$ cat config.mk
export PLATFORM = sky130hd
export DESIGN_NAME = regbank_write_arbiter
export DESIGN_NICKNAME = d
export VERILOG_FILES = /design/src/rtl/regbank_write_arbiter.sv
export SDC_FILE = /design/constraint.sdc
export NUM_CORES = 1
export LEC_CHECK = 0
export ABC_CLOCK_PERIOD_IN_PS = 5000
export CORE_MARGIN = 4
export CORE_UTILIZATION = 30
export DETAILED_ROUTE_END_ITERATION = 10
export GPL_ROUTABILITY_DRIVEN = 0
export HOLD_SLACK_MARGIN = 0.1
export PLACE_DENSITY = 0.73
export SYNTH_ARGS = -nofsm -noshare
export SYNTH_HDL_FRONTEND = slang
export SYNTH_SLANG_ARGS = --single-unit
$ cat constraint.sdc
create_clock -name clock -period 5 [get_ports clock]
set_input_delay 0.75 -clock clock [delete_from_list [all_inputs] [get_ports clock]]
set_output_delay 0.75 -clock clock [all_outputs]
set_load 0.01 [all_outputs]
$ cat src/rtl/regbank_write_arbiter.sv
// Shares the register bank write port between ALU (A) and load (B) writeback,
// and sequences PC increments with a saturating pending counter.
module regbank_write_arbiter #(
  parameter int unsigned PC_REG = 7,
  parameter int unsigned PEND_W = 2
) (
  input  logic              clock,
  input  logic              reset,
  input  logic              stall,
  input  logic              a_valid,
  output logic              a_ready,
  input  logic [2:0]        a_reg,
  input  logic [15:0]       a_data,
  input  logic              b_valid,
  output logic              b_ready,
  input  logic [2:0]        b_reg,
  input  logic [15:0]       b_data,
  input  logic              pc_step,
  output logic [2:0]        WriteReg,
  output logic [15:0]       WriteData,
  output logic              RegWrite,
  output logic              incr_pc,
  output logic [PEND_W-1:0] pend_cnt,
  output logic              pc_ovf
);

  localparam int unsigned SUM_W    = PEND_W + 1;
  localparam int unsigned PEND_MAX = (2 ** PEND_W) - 1;

  typedef enum logic {LG_A, LG_B} grant_t;

  grant_t             last_grant, last_grant_nxt;
  logic               xfer;
  logic [2:0]         xfer_reg;
  logic [15:0]        xfer_data;
  logic               pc_hit;
  logic               issue;
  logic               sat;
  logic [SUM_W-1:0]   pend_sum;
  logic [SUM_W-1:0]   pend_dec;
  logic [2:0]         write_reg_nxt;
  logic [15:0]        write_data_nxt;
  logic               reg_write_nxt;
  logic               incr_pc_nxt;
  logic [PEND_W-1:0]  pend_cnt_nxt;
  logic               pc_ovf_nxt;

  // State register
  always_ff @(posedge clock) begin
    if (reset) begin
      last_grant <= LG_B;
      RegWrite   <= 1'b0;
      incr_pc    <= 1'b0;
      WriteReg   <= '0;
      WriteData  <= '0;
      pend_cnt   <= '0;
      pc_ovf     <= 1'b0;
    end else begin
      last_grant <= last_grant_nxt;
      RegWrite   <= reg_write_nxt;
      incr_pc    <= incr_pc_nxt;
      WriteReg   <= write_reg_nxt;
      WriteData  <= write_data_nxt;
      pend_cnt   <= pend_cnt_nxt;
      pc_ovf     <= pc_ovf_nxt;
    end
  end

  // Round-robin grant, write staging and PC increment bookkeeping
  always_comb begin
    a_ready        = 1'b0;
    b_ready        = 1'b0;
    last_grant_nxt = last_grant;
    write_reg_nxt  = WriteReg;
    write_data_nxt = WriteData;
    pc_ovf_nxt     = pc_ovf;
    sat            = 1'b0;

    if (!reset && !stall) begin
      if (a_valid && (!b_valid || last_grant == LG_B)) begin
        a_ready = 1'b1;
      end else if (b_valid) begin
        b_ready = 1'b1;
      end
    end

    xfer      = a_ready || b_ready;
    xfer_reg  = a_ready ? a_reg  : b_reg;
    xfer_data = a_ready ? a_data : b_data;
    pc_hit    = xfer && (xfer_reg == 3'(PC_REG));

    if (a_ready) begin
      last_grant_nxt = LG_A;
    end else if (b_ready) begin
      last_grant_nxt = LG_B;
    end

    reg_write_nxt = xfer;
    if (xfer) begin
      write_reg_nxt  = xfer_reg;
      write_data_nxt = xfer_data;
    end

    pend_sum = {1'b0, pend_cnt} + SUM_W'(pc_step);
    issue    = !stall && (pend_sum != '0);
    pend_dec = pend_sum - SUM_W'(issue);

    // A jump to the PC discards pending and same-cycle increments
    if (pc_hit) begin
      pend_cnt_nxt = '0;
      incr_pc_nxt  = 1'b0;
    end else begin
      incr_pc_nxt = issue;
      if (pend_dec > SUM_W'(PEND_MAX)) begin
        sat          = 1'b1;
        pend_cnt_nxt = PEND_W'(PEND_MAX);
      end else begin
        pend_cnt_nxt = pend_dec[PEND_W-1:0];
      end
    end

    if (sat) begin
      pc_ovf_nxt = 1'b1;
    end
  end

endmodule
### After elaboration in Yosys (flattened, before gate mapping)

Index checks and enable logic that the tools add are counted.
Widths: inputs -> output; s select.

| storage, ports and cells | value |
|---|---|
| bits in registers | 25 |
| latch bits | 0 |
| memory bits (writable) | 0 |
| bits in read-only memories | 0 |
| input port bits | 44 |
| output and inout port bits | 26 |
| logic and storage cells | 35 |
| memories | 0 |

| operators by class | value |
|---|---|
| $add $sub $neg | 2 |
| multipliers | 0 |
| divide/modulo/power cells | 0 |
| $lt $le $gt $ge | 1 |
| eq/ne operators | 1 |
| shifts and indexed selects | 0 |
| muxes and demuxes | 12 |
| bitwise logic cells | 0 |
| reductions and logical operators | 12 |

Operators by type and width:

| kind | count |
|---|---|
| $mux 16 | 1 |
| $mux 1 | 9 |
| $logic_and 1x1->1 | 4 |
| $add 2x1->3 | 1 |
| $eq 3x3->1 const B | 1 |
| $gt 3x2->1 const B | 1 |
| $logic_not 1->1 | 3 |
| $mux 3 | 1 |
| $reduce_bool 3->1 | 1 |
| $sub 3x1->3 | 1 |
| $logic_or 1x1->1 | 2 |
| $mux 2 | 1 |
| $reduce_bool 2->1 | 1 |
| $reduce_or 2->1 | 1 |

### Logic depth before layout (Yosys ltp)

| logic depth | value |
|---|---|
| depth in word-level cells | 9 |
| depth in mapped cells | 8 |
| depth with buffers taken out | 8 |

### Worst setup path before layout

OpenSTA, ideal clock, no wires.

| timing | value |
|---|---|
| path type | input -> register |
| start | input port pc_step |
| end | register pend_cnt[0] |
| setup time | 0.114 ns |
| arrival time | 2.285 ns |
| data required time | 4.886 ns |
| path slack | 2.600 ns |
| stages | 8 |
| path buffers | 0 |
| cell sequence | ha_1 -> ha_1 -> nor3_1 -> nor2_1 -> ha_1 -> ha_1 -> xnor2_1 -> a2111oi_0 |

| between the ends | value |
|---|---|
| cells in the longest elaborated chain, start to end | 6 |

RTL lines:

| item | line | RTL |
|---|---|---|
| start, declared | 18 | `input logic pc_step,` |
| $add 2x1->3 (*) | 104 | `pend_sum = {1'b0, pend_cnt} + SUM_W'(pc_step);` |
| $reduce_bool 3->1 (*) | 105 | `issue = !stall && (pend_sum != '0);` |
| $logic_and 1x1->1 (*) | 105 |  |
| net issue | 37 | `logic issue;` |
| $sub 3x1->3 (*) | 106 | `pend_dec = pend_sum - SUM_W'(issue);` |
| $gt 3x2->1 | 114 | `if (pend_dec > SUM_W'(PEND_MAX)) begin` |
| $mux 2 (*) | 114 |  |
| end signal, assigned | 64 | `pend_cnt <= pend_cnt_nxt;` |
| end, declared | 23 | `output logic [PEND_W-1:0] pend_cnt,` |

The timed path passes the listed nets; every way through them passes the cells marked *.
A chain may end at the register's enable or synchronous reset.

### Worst setup path in the final report

| timing | value |
|---|---|
| start | input port a_valid |
| end | output port a_ready |

| between the ends | value |
|---|---|
| cells in the longest elaborated chain, start to end | 3 |

RTL lines:

| item | line | RTL |
|---|---|---|
| start, declared | 10 | `input logic a_valid,` |
| $logic_and 1x1->1 | 80 | `if (a_valid && (!b_valid \|\| last_grant == LG_B)) begin` |
| $mux 1 | 80 |  |
| $mux 1 | 79 | `if (!reset && !stall) begin` |
| end, declared | 11 | `output logic a_ready,` |

Every way passes these cells.

==> results.txt <==
Status: finished, final reports clean
Clock sink count: 25
Met3 GRT Util: 0.0424
Initial antenna violation count: 0
Slew HR: 0.404
Final cell count without fillers: 256
DIE HEIGHT: 73.9 um
Clock root buffer: clkbuf_8
Nets@finish: 255
Num CTS Buffers: 3
Initial Util: 0.319
Post-Syn Instances: 142
Clock Pin Slew Worst Setup and Hold Paths: 0.09 ns
WL/cell: 14.1 um
Layout cells sized above 1: 0.0874
Reg2reg path depth: 8
Mapped Nets: 190
Highest-count cells in the layout ignoring fill and taps: clkdlybuf4s50_1 (69), dfxtp_1 (25), inv_1 (19), a21oi_1 (19), nor3_1 (15)
Seq pwr share: 0.436
Setup repair bufs after CTS: 0
Fin. Hold Viols: 0
Drt first-iter violations: 62
Switch share: 0.287
Worst slew pin tran: 0.893 ns
Cell Int Power: 0.384 mW
Max Buffers Root-to-Sink: 2
Vias: 1304
Vias in the first global route: 1297
Met2 Resource Use GR: 0.225
Core ar.: 4090 um^2
Setup repair after global routing missed its margin: false
Final Skew: 0.00981 ns
R2R Path End: pend_cnt[1]
Area of the mapped netlist: 1300 um^2
Max cap viols: 0
Final setup viols: 0
First-pass DRT Iterations: 4
Design area: 2040 um^2
Critical path peak fanout: 21
Dpl cell area: 2000 um^2
Reg-to-Reg Start: pend_cnt[0]
Fin crit share: 0.733
Worst hold path type: reg -> reg
Largest net degree at the start of global routing: 29
Pre-CTS setup slack: 1.37 ns
Fillers: 407
Ys Warns: 0
Worst vdd ir: 0.0958 mV
Lkg Pwr: 0.748 nW
Via density: 5.09
Crit path from: a_valid
Worst skew pair latency: 0.27 ns
Placed Cells: 252
Endpoint type of the worst setup path: output port
Clock network power share: 0.225
Die Area: 5460 um^2
Port buffer count: 69
IO Pins: 70
Worst Path Arrival: 2.92 ns
Antenna Cells: 0
Chip Width: 73.9 um
Setup slack, reg-to-reg: 2.85 ns
CTS resizes: 0
Number of synthesized register bits: 25
DRT Wirelength: 3.61 mm
Multi-input gate area: 651 um^2
Peak Freq: 273 MHz
Kind of critical path: in -> out
H-Tree Level Count: 1
Hold slack: 0.480 ns
Synth area leader: dfxtp_1
Hold_buf cts: 0
Required @ worst endpoint: 4.25 ns
Synth top area share: 0.384
Antenna-violating nets left: 0
Period minus WS final: 3.67 ns
GRT overflow: 0
Seq/Total Area, Yosys: 0.384
Drt drc: 0
Netlist cell types: 30
Crit start category: input pin
Psw: 0.155 mW
GRT Util Overall: 0.133
HPWL Detailed: 2.66 mm
Met1 usage: 0.162
Total power: 0.538 mW
Logic pwr share: 0.338
Commonest non-fill, non-tap cell in the layout: clkdlybuf4s50_1
Area contributors post-synth: dfxtp_1 (38%), a2111oi_1 (11%), a21oi_1 (7.3%)
CTS tree: done
Pwr Density: 263 nW/um^2
GRT Max-Usage Layer: met2
Layout overhead on the synthesized area: 57.0%
Syn Area/Cell: 9.17 um^2
Setup WS post-layout: 1.33 ns
Core Util, Final: 0.500
First-pass GRT wire length: 5.75 mm
Setup TNS: 0 ns
Rows: 23
Max-slew violation count: 0
Reg area: 500 um^2
Last element of the critical path: a_ready
[state kept, by name, indices dropped and copies added (netlist names)]
name and cells:
RegWrite 1, WriteData 16, WriteReg 3, pc_ovf 1
pend_cnt 2, last_grant 1, incr_pc 1
[critical path, cell delays in order]
cell	delay (ns)
clkdlybuf4s50_1	0.69
or3b_1	0.71
nor2_1	0.20
clkdlybuf4s50_1	0.56
[per-layer routing]
layer	wire length [um]	share of wire
met5	0	0
met4	22	0.0061
met3	358	0.099
met2	1650	0.46
met1	1580	0.44
[synth_stat cells (all sizes together)]
library cell	count
nand3	2
o41ai	1
nand4	3
o32a	1
o21ai	3
a21oi	19
a211oi	1
or3b	1
nor3	17
nor2b	1
buf	10
clkbuf	2
or2	2
and2	1
nand2b	2
nor4b	2
nor2	3
a2111oi	19
dfxtp	25
xnor2	1
a311oi	3
inv	19
ha	4
[logic make-up after synthesis]
group	Yosys count	share of synthesized area
xor gates and xnor gates	1	0.00673
buffers and inverters	31	0.118
adders and majority gates	4	0.0384
AOI/OAI and AO/OA	47	0.291
and+or+nand+nor	34	0.161
DFF	25	0.384
[cell type report]
| class | instances | area share |
|---|---|---|
| clock buffers | 3 | 0.0202 |
| inverters | 19 | 0.0349 |
| flip-flops and latches | 25 | 0.245 |
| multi-input cells | 86 | 0.318 |
| repair buffers | 72 | 0.349 |
| well taps | 50 | 0.0306 |
| clock inverters | 1 | 0.00245 |
[how the worst min path moves through the flow]
stage,slack (ns),to,cells after the start,startpoint
2_1_floorplan,0.49,pc_ovf,2,pc_ovf
3_3_place_gp,0.45,pc_ovf,2,pc_ovf
3_5_place_dp,0.46,pc_ovf,2,pc_ovf
4_1_cts,0.49,pc_ovf,2,pc_ovf
5_1_grt,0.50,pc_ovf,2,pc_ovf
6_report,0.48,pc_ovf,2,pc_ovf
[power by group through the flow]
stage / Combinational (mW) / Sequential (mW) / Clock, mW
6_report: 0.182 / 0.235 / 0.121
5_1_grt: 0.202 / 0.239 / 0.135
4_1_cts: 0.185 / 0.236 / 0.125
3_5_place_dp: 0.185 / 0.240 / 0
3_3_place_gp: 0.182 / 0.239 / 0
2_1_floorplan: 0.0788 / 0.250 / 0
Note: power is estimated with default switching activity, not from simulation.
